`src/rtl/hs4_tx_if.sv`:
```
// Handshake bundle for hs4_tx: synchronous valid/ready source side plus the
// 4-phase bundled-data side toward the first asynchronous stage.
// slave  : transmitter view (accepts source words, drives r_o/d_o).
// master : environment view (drives source words and the async acknowledge).
interface hs4_tx_if #(
  parameter int unsigned N = 1
);
  logic         valid_i;
  logic         ready_i;
  logic [N-1:0] data_i;
  logic         r_o;
  logic         a_o;
  logic [N-1:0] d_o;

  modport slave (
    input  valid_i,
    input  data_i,
    input  a_o,
    output ready_i,
    output r_o,
    output d_o
  );

  modport master (
    output valid_i,
    output data_i,
    output a_o,
    input  ready_i,
    input  r_o,
    input  d_o
  );
endinterface

```
`src/rtl/hs4_tx.sv`:
```
// hs4_tx: clocked initiator of a 4-phase bundled-data handshake.
// Words from a valid/ready source are buffered in a small FIFO and sent one per
// full return-to-zero cycle on r_o/a_o. a_o is asynchronous and synchronized.
// Optional feature: define HS4_TX_TIMEOUT_EN to enable the sticky ack watchdog
// on err_o; otherwise err_o is tied low.
module hs4_tx #(
  parameter int unsigned N            = 1,
  parameter int unsigned DEPTH        = 4,
  parameter int unsigned SYNC_STAGES  = 2,
  parameter int unsigned SETUP_CYCLES = 1,
  parameter logic [N-1:0] RdataVal    = '0,
  parameter int unsigned TIMEOUT      = 1024
) (
  input  logic                         clk,
  input  logic                         rst,
  hs4_tx_if.slave                      bus,
  output logic [$clog2(DEPTH+1)-1:0]   count_o,
  output logic                         err_o
);

  localparam int unsigned PtrW   = $clog2(DEPTH);
  localparam int unsigned CntW   = $clog2(DEPTH + 1);
  localparam int unsigned SetupW = $clog2(SETUP_CYCLES + 1);

  localparam logic [CntW-1:0]   CntFull   = CntW'(DEPTH);
  localparam logic [SetupW-1:0] SetupLast = SetupW'(SETUP_CYCLES - 1);

  typedef enum logic [1:0] {StIdle, StSetup, StReq, StRtz} state_e;

  state_e              r_state;
  state_e              w_state_d;
  logic                r_req;
  logic [N-1:0]        r_data;
  logic [N-1:0]        r_mem [DEPTH];
  logic [PtrW-1:0]     r_wptr;
  logic [PtrW-1:0]     r_rptr;
  logic [CntW-1:0]     r_count;
  logic [SetupW-1:0]   r_setup_cnt;
  logic [SYNC_STAGES-1:0] r_sync;

  logic w_a_s;
  logic w_ready;
  logic w_push;
  logic w_pop;
  logic w_nonempty;

  assign w_a_s      = r_sync[SYNC_STAGES-1];
  assign w_nonempty = (r_count != '0);
  // Readiness comes from registered occupancy only; held low during reset.
  assign w_ready    = !rst && (r_count < CntFull);
  assign w_push     = bus.valid_i && w_ready;

  assign bus.ready_i = w_ready;
  assign bus.r_o     = r_req;
  assign bus.d_o     = r_data;
  assign count_o     = r_count;

  // Synchronize the asynchronous acknowledge.
  always_ff @(posedge clk) begin
    if (rst) begin
      r_sync <= '0;
    end else begin
      r_sync <= {r_sync[SYNC_STAGES-2:0], bus.a_o};
    end
  end

  // FIFO storage; contents need no reset, pointers and count guard validity.
  always_ff @(posedge clk) begin
    if (w_push) begin
      r_mem[r_wptr] <= bus.data_i;
    end
  end

  // FIFO pointers and occupancy; push and pop on one edge cancel.
  always_ff @(posedge clk) begin
    if (rst) begin
      r_wptr  <= '0;
      r_rptr  <= '0;
      r_count <= '0;
    end else begin
      if (w_push) r_wptr <= r_wptr + 1'b1;
      if (w_pop)  r_rptr <= r_rptr + 1'b1;
      if (w_push && !w_pop)      r_count <= r_count + 1'b1;
      else if (!w_push && w_pop) r_count <= r_count - 1'b1;
    end
  end

  // State register; r_o is registered from the next state so it is a clean flop.
  always_ff @(posedge clk) begin
    if (rst) begin
      r_state <= StIdle;
      r_req   <= 1'b0;
    end else begin
      r_state <= w_state_d;
      r_req   <= (w_state_d == StReq);
    end
  end

  // Next-state logic.
  always_comb begin
    w_state_d = r_state;
    unique case (r_state)
      StIdle:  if (w_nonempty) w_state_d = StSetup;
      StSetup: if (r_setup_cnt == SetupLast) w_state_d = StReq;
      StReq:   if (w_a_s) w_state_d = StRtz;
      StRtz: begin
        if (!w_a_s) w_state_d = w_nonempty ? StSetup : StIdle;
      end
      default: w_state_d = StIdle;
    endcase
  end

  // Output decode: when to pop the FIFO head into d_o.
  always_comb begin
    w_pop = 1'b0;
    unique case (r_state)
      StIdle:  w_pop = w_nonempty;
      StRtz:   w_pop = !w_a_s && w_nonempty;
      default: w_pop = 1'b0;
    endcase
  end

  // Bundled data and setup (bundling delay) counter.
  always_ff @(posedge clk) begin
    if (rst) begin
      r_data      <= RdataVal;
      r_setup_cnt <= '0;
    end else begin
      if (w_pop) begin
        r_data      <= r_mem[r_rptr];
        r_setup_cnt <= '0;
      end else if (r_state == StSetup) begin
        r_setup_cnt <= r_setup_cnt + 1'b1;
      end
    end
  end

`ifdef HS4_TX_TIMEOUT_EN
  localparam int unsigned ToW = $clog2(TIMEOUT + 1);
  localparam logic [ToW-1:0] ToMax = ToW'(TIMEOUT);

  logic [ToW-1:0] r_to_cnt;
  logic [ToW-1:0] w_to_cnt_d;
  logic           r_err;

  // Watchdog count: restarts on every state change, saturates at the limit.
  always_comb begin
    w_to_cnt_d = r_to_cnt;
    if (w_state_d != r_state) begin
      w_to_cnt_d = '0;
    end else if ((r_state == StReq || r_state == StRtz) && r_to_cnt != ToMax) begin
      w_to_cnt_d = r_to_cnt + 1'b1;
    end
  end

  // Sticky error set on the edge the count reaches the limit.
  always_ff @(posedge clk) begin
    if (rst) begin
      r_to_cnt <= '0;
      r_err    <= 1'b0;
    end else begin
      r_to_cnt <= w_to_cnt_d;
      if (w_to_cnt_d == ToMax) r_err <= 1'b1;
    end
  end

  assign err_o = r_err;
`else
  assign err_o = 1'b0;
`endif

endmodule
```
`src/flat_wrapper.sv`:
```
// flat-port wrapper written by rule: the top's interface ports become plain ports
module hs4_tx_flat 
#(
  parameter int unsigned N            = 1,
  parameter int unsigned DEPTH        = 4,
  parameter int unsigned SYNC_STAGES  = 2,
  parameter int unsigned SETUP_CYCLES = 1,
  parameter logic [N-1:0] RdataVal    = '0,
  parameter int unsigned TIMEOUT      = 1024
)
  (clk, rst, count_o, err_o, bus_valid_i, bus_data_i, bus_a_o, bus_ready_i, bus_r_o, bus_d_o);
  hs4_tx_if #(.N(N)) bus_i ();
  input  logic clk;
  input  logic rst;
  output logic [$clog2(DEPTH+1)-1:0] count_o;
  output logic err_o;
  input wire logic [$bits(bus_i.valid_i)-1:0] bus_valid_i;
  input wire logic [$bits(bus_i.data_i)-1:0] bus_data_i;
  input wire logic [$bits(bus_i.a_o)-1:0] bus_a_o;
  output wire logic [$bits(bus_i.ready_i)-1:0] bus_ready_i;
  output wire logic [$bits(bus_i.r_o)-1:0] bus_r_o;
  output wire logic [$bits(bus_i.d_o)-1:0] bus_d_o;
  assign bus_i.valid_i = bus_valid_i;
  assign bus_i.data_i = bus_data_i;
  assign bus_i.a_o = bus_a_o;
  assign bus_ready_i = bus_i.ready_i;
  assign bus_r_o = bus_i.r_o;
  assign bus_d_o = bus_i.d_o;
  hs4_tx #(.N(N), .DEPTH(DEPTH), .SYNC_STAGES(SYNC_STAGES), .SETUP_CYCLES(SETUP_CYCLES), .RdataVal(RdataVal), .TIMEOUT(TIMEOUT)) u_core (.clk(clk), .rst(rst), .bus(bus_i), .count_o(count_o), .err_o(err_o));
endmodule
```
`config.mk`:
```
export PLATFORM = sky130hd
export DESIGN_NAME = hs4_tx_flat
export DESIGN_NICKNAME = d
export VERILOG_FILES = /design/src/rtl/hs4_tx_if.sv /design/src/rtl/hs4_tx.sv /design/src/flat_wrapper.sv
export SDC_FILE = /design/constraint.sdc
export NUM_CORES = 1
export LEC_CHECK = 0
export ABC_AREA = 1
export ABC_CLOCK_PERIOD_IN_PS = 2050
export BUFFER_PORTS_ARGS = -buffer_cell sky130_fd_sc_hd__buf_2
export CAP_MARGIN = 20
export CORE_MARGIN = 8
export CORE_UTILIZATION = 50
export CTS_CLUSTER_DIAMETER = 150
export DETAILED_ROUTE_END_ITERATION = 8
export GPL_ROUTABILITY_DRIVEN = 1
export PLACE_DENSITY = 0.79
export SLEW_MARGIN = 40
export SYNTH_ARGS = -nofsm -noshare
export SYNTH_HDL_FRONTEND = slang
export SYNTH_SLANG_ARGS = --single-unit
```
`constraint.sdc`:
```
create_clock -name clk -period 2.05 [get_ports clk]
set_input_delay 0.41 -clock clk [delete_from_list [all_inputs] [get_ports clk]]
set_output_delay 0.41 -clock clk [all_outputs]
set_load 0.02 [all_outputs]
```
Word level (Yosys, flattened, before mapping)
Memory sizes are Yosys's and may differ from the RTL's. A register that Yosys moved wholly into a read port is not among the register bits.
Cells that the tools add are included.
{"block": "word_totals", "reg_bits": 13, "latch_bits": 0, "ramBits": 4, "rom_bits": 0, "in_bits": 5, "output_inout_bits": 7, "wordCells": 42, "n_memories": 1}
{"block": "classes", "addsub": 5, "n_mul": 0, "div_mod_pow": 0, "n_lt_le_gt_ge": 1, "eq_ne": 4, "shifts": 0, "muxes": 11, "n_bitwise": 0, "reduce_logical": 13}
{"name": "u_core.r_mem", "depth": 4, "word_bits": 1, "read_ports": 1, "rd_clocked_by_memory_dff": 1, "write_ports": 1, "line": "hs4_tx.sv:34", "rtl": "logic [N-1:0] r_mem [DEPTH];"}
{"operator": "two-way mux 2 bit", "count": 4}
{"operator": "one-hot mux 2 bit (4 select lines)", "count": 1}
{"operator": "equality test 2 bit, second input constant", "count": 3}
{"operator": "two-way mux 3 bit", "count": 2}
{"operator": "logical AND 1 bit", "count": 5}
{"operator": "adder 2 x 1 -> 2 bit, second input constant", "count": 2}
{"operator": "zero test 1 bit", "count": 4}
{"operator": "adder 3 x 1 -> 3 bit, second input constant", "count": 1}
{"operator": "< comparator 3 bit, second input constant", "count": 1}
{"operator": "two-way mux 1 bit", "count": 3}
{"operator": "nonzero test 3 bit", "count": 1}
{"operator": "subtractor 3 x 1 -> 3 bit, second input constant", "count": 1}
{"operator": "equality test 2 x 1 -> 1 bit, second input constant", "count": 1}
{"operator": "zero test 2 bit", "count": 1}
{"operator": "one-hot mux 1 bit (2 select lines)", "count": 1}
{"operator": "nonzero test 2 bit", "count": 1}
{"operator": "OR reduction 2 bit", "count": 1}
{"operator": "adder 1 bit, second input constant", "count": 1}

Logic depth before layout (Yosys ltp)
{"block": "logic_depth", "depth_word": 7, "depth_mapped": 13, "depth_no_buf": 13}

Worst setup path before layout
OpenSTA, ideal clock, no wires.
{"block": "synth_timing", "kind": "reg2reg", "from": "reg u_core.r_state[0]", "to": "reg u_core.r_count[2], in the netlist u_core.count_o[2]", "setup_time_ps": 113, "arrival_time_ps": 1824, "t_required_ps": 1937, "setup_slack_ps": 113, "path_stages_with_launch": 12, "n_path_buf": 0, "period_less_slack_ps": 1937, "path_cell_list": "dfxtp_1 > inv_1 > ha_1 > inv_1 > nand3_4 > ha_1 > inv_1 > fa_1 > a21oi_1 > o21ai_0 > nor2_1 > nor2_1"}
{"block": "synth_via", "elab_chain_cells": 5, "elab_cells_between_ends": 8, "cone_classes": "eq/ne: 1; mux: 2; reduce/logical: 5"}
{"item": "from (decl)", "line": "hs4_tx.sv:30", "rtl": "state_e r_state;"}
{"item": "from (signal assigned)", "line": "hs4_tx.sv:91", "rtl": "r_state <= StIdle;"}
{"item": "from (signal assigned)", "line": "hs4_tx.sv:94", "rtl": "r_state <= w_state_d;"}
{"item": "equality test 2 bit or zero test 2 bit (tied branches)", "line": "hs4_tx.sv:116", "rtl": "unique case (r_state)"}
{"item": "one-hot mux 1 bit (2 select lines) *", "line": "hs4_tx.sv:116"}
{"item": "zero test 1 bit", "line": "hs4_tx.sv:83", "rtl": "if (w_push && !w_pop) r_count <= r_count + 1'b1;"}
{"item": "logical AND 1 bit", "line": "hs4_tx.sv:83"}
{"item": "two-way mux 3 bit or nonzero test 2 bit (tied branches)"}
{"item": "to (signal assigned)", "line": "hs4_tx.sv:83"}
{"item": "to (signal assigned)", "line": "hs4_tx.sv:84", "rtl": "else if (!w_push && w_pop) r_count <= r_count - 1'b1;"}
{"item": "to (decl)", "line": "hs4_tx.sv:37", "rtl": "logic [CntW-1:0] r_count;"}
Every way passes the cells marked *; elsewhere a longest branch is shown, timed or not.
A chain may end at the register's enable or synchronous reset.

Worst setup path in the final report
{"block": "layout_timing", "from": "reg u_core.r_state[0]", "to": "reg u_core.r_count[1], in the netlist u_core.count_o[1]"}
The elaborated chain is that of the path after synthesis.

==> impl_metrics.json <==
{
  "ys_types": 23,
  "syn-cell-area_um2": 991,
  "synth_warnings": 0,
  "ant_nets": 0,
  "cts_root_buf": "clkbuf_4",
  "io_pins": 12,
  "min_period_ns": 1.94,
  "synth_fp_nets": 143,
  "rsz0062_at_grt": "no",
  "p_leak_nw": 0.569,
  "crit_chain": "inv_1 > ha_1 > inv_1 > nand3_4 > ha_1 > inv_2 > fa_2 > o21ai_1 > nor2_1",
  "synth_top_cell_by_area": "dfxtp_1",
  "power_density_nw_per_um2": 1220,
  "outcome": "completed",
  "area_growth_pct": 13.8,
  "whs_ns": 0.318,
  "critPathRequiredTime_ns": 2.24,
  "max-cap-violations": 0,
  "cp_slowest_cell": "fa_2",
  "critical-path-max-stage-delay_ns": 0.43,
  "maxSlewViolCount": 0,
  "fin_nets": 160,
  "wire_per_inst_um": 10.7,
  "port_buffers": 10,
  "syn_avg_cell_area_um2": 7.80,
  "grt_pass1_vias": 771,
  "clk_path_buf_depth": 2,
  "core_um2": 1920,
  "hold_viol": 0,
  "layout_commonest_cell": "nor2_1",
  "drive_gt1_frac": 0.217,
  "synth-seq-cells": 18,
  "die_area_um2": 3660,
  "hold_buffers": 0,
  "synthTopCellsByArea": "dfxtp_1, ha_1, edfxtp_1",
  "fin_skew_ns": 0.00263,
  "place_area_um2": 1090,
  "antenna_found_initial": 0,
  "grt_overflow": 0,
  "rows": 16,
  "die_width_um": 60.5,
  "grt_max_degree": 11,
  "clk_latency_ns": 0.29,
  "ir_drop_uv": 734,
  "initial_core_util": 0.516,
  "final_cell_mix": "nor2_1, nand2_1, inv_1",
  "worstPathMaxFanout": 6,
  "synthDominantCellAreaShare": 0.283,
  "finalInstanceArea_um2": 1130,
  "htree_levels": 1,
  "clock-sinks": 18,
  "grt_usage": 0.114,
  "route.detailed.drc": 0,
  "dr.pass1.iters": 4,
  "viasPerCell": 4.56,
  "grt_pass1_wl_um": 3220,
  "gp_congestion": 0.808,
  "syn-instance-count": 127,
  "vias": 776,
  "cp.arrival_ns": 2.13,
  "crit_path_end_kind": "register",
  "hp-class": "input pin to register",
  "cts_inserted_buffers": 3,
  "setup_viol_count_final": 0,
  "cts_tree": "yes",
  "crit_type": "register to register",
  "ys_seq_area_frac": 0.404,
  "dp_hpwl_um": 1470,
  "start_kind": "register",
  "clkSlewWorstSetupHoldPaths_ns": 0.10,
  "die_h_um": 60.5,
  "fin_crit_sh": 0.947,
  "fmax_mhz": 515,
  "nFillCells": 180,
  "drt_iter0_markers": 3,
  "drt_wl_total_um": 1820,
  "final_util": 0.587,
  "antenna_cells": 0
}
## through the flow
step | cells | TNS (ns) | setup slack (ns) | power, W
final | 170 | 0 | 0.108 | 0.00137
after global routing | 170 | 0 | 0.00552 | 0.00150
after CTS | 170 | 0 | 0.0254 | 0.00135
after detailed placement | 166 | -0.00383 | -0.00383 | 0.00117
after global placement | 166 | 0 | 0.0760 | 0.00113
after floorplan | 127 | 0 | 0.113 | 0.000998
## routing by layer
metal / share of wire / vias to the layer above / track usage
met5: 0 / - / 0
met4: 0.0077 / 0 / 0.0498
met3: 0.018 / 2 / 0.0191
met2: 0.51 / 6 / 0.206
met1: 0.46 / 349 / 0.127
li1: - / 419 / -
## report_power, final
| group | leakage, nW | switching [W] | total [W] | internal [W] |
|---|---|---|---|---|
| clock | 0.0150 | 0.000107 | 0.000182 | 0.0000755 |
| sequential | 0.153 | 0.0000819 | 0.000525 | 0.000443 |
| combinational | 0.402 | 0.000406 | 0.000666 | 0.000260 |
## synth_stat cells, drive strengths merged
| library cell | instances |
|---|---|
| conb | 1 |
| a21oi | 6 |
| nand2 | 24 |
| xor2 | 1 |
| nand3 | 3 |
| o21ai | 7 |
| dfxtp | 14 |
| nor2 | 24 |
| inv | 25 |
| nand4 | 2 |
| or2 | 1 |
| edfxtp | 4 |
| ha | 10 |
| fa | 1 |
| o211ai | 1 |
| nor3 | 2 |
| buf | 1 |
## path summary, 6_finish.rpt
| kind | from | to | slack [ns] | cells after the start |
|---|---|---|---|---|
| setup / recovery | u_core.r_state[0] | u_core.count_o[1] | 0.11 | 9 |
| hold / removal | bus_a_o | u_core.r_sync[0] | 0.32 | 3 |
| setup reg to reg | u_core.r_state[0] | u_core.count_o[1] | 0.11 | 9 |
| hold reg to reg | u_core.r_sync[0] | u_core.r_sync[1] | 0.41 | 2 |
## critical path: cells and delay by family, from the launching register on
family	cells	cell delay (ns)
DFF	1	0.39
AOI/OAI and AO/OA	1	0.13
and+or+nand+nor	2	0.14
adders and majority gates	3	0.93
buffers and inverters	3	0.28
## state kept, by name, indices dropped and copies added (netlist names)
register            count
u_core.r_sync           2
u_core.count_o          3
u_core.r_state          2
u_core.bus.d_o          1
u_core.r_mem            4
u_core.r_wptr           2
u_core.r_setup_cnt      1
u_core.r_rptr           2
u_core.bus.r_o          1
## kinds of logic after synthesis
| logic type | count (synthesis) | share of synthesized area |
|---|---|---|
| other | 1 | 0.00378 |
| AO/OA/AOI/OAI | 14 | 0.0732 |
| AND/OR/NAND/NOR | 56 | 0.261 |
| adder cells (fa/ha/maj) | 11 | 0.146 |
| buffers and inverters | 26 | 0.102 |
| flip-flops | 18 | 0.404 |
| XOR/XNOR | 1 | 0.00884 |
## layout make-up
class / instances / area (um2) / share of cell area
repair buffers: 13 / 72.6 / 0.0644
multi-input cells: 83 / 495 / 0.440
inverters: 25 / 93.8 / 0.0832
clock buffers: 4 / 26.3 / 0.0233
flip-flops and latches: 18 / 405 / 0.360
well taps: 27 / 33.8 / 0.0300
## what timing repair did
item,4_1_cts,5_1_grt
setup endpoints to repair,2,2
gates resized for setup,1,8
pin swaps,0,0
setup buffers,0,0
No activity file was read; power rests on OpenSTA's default activity.
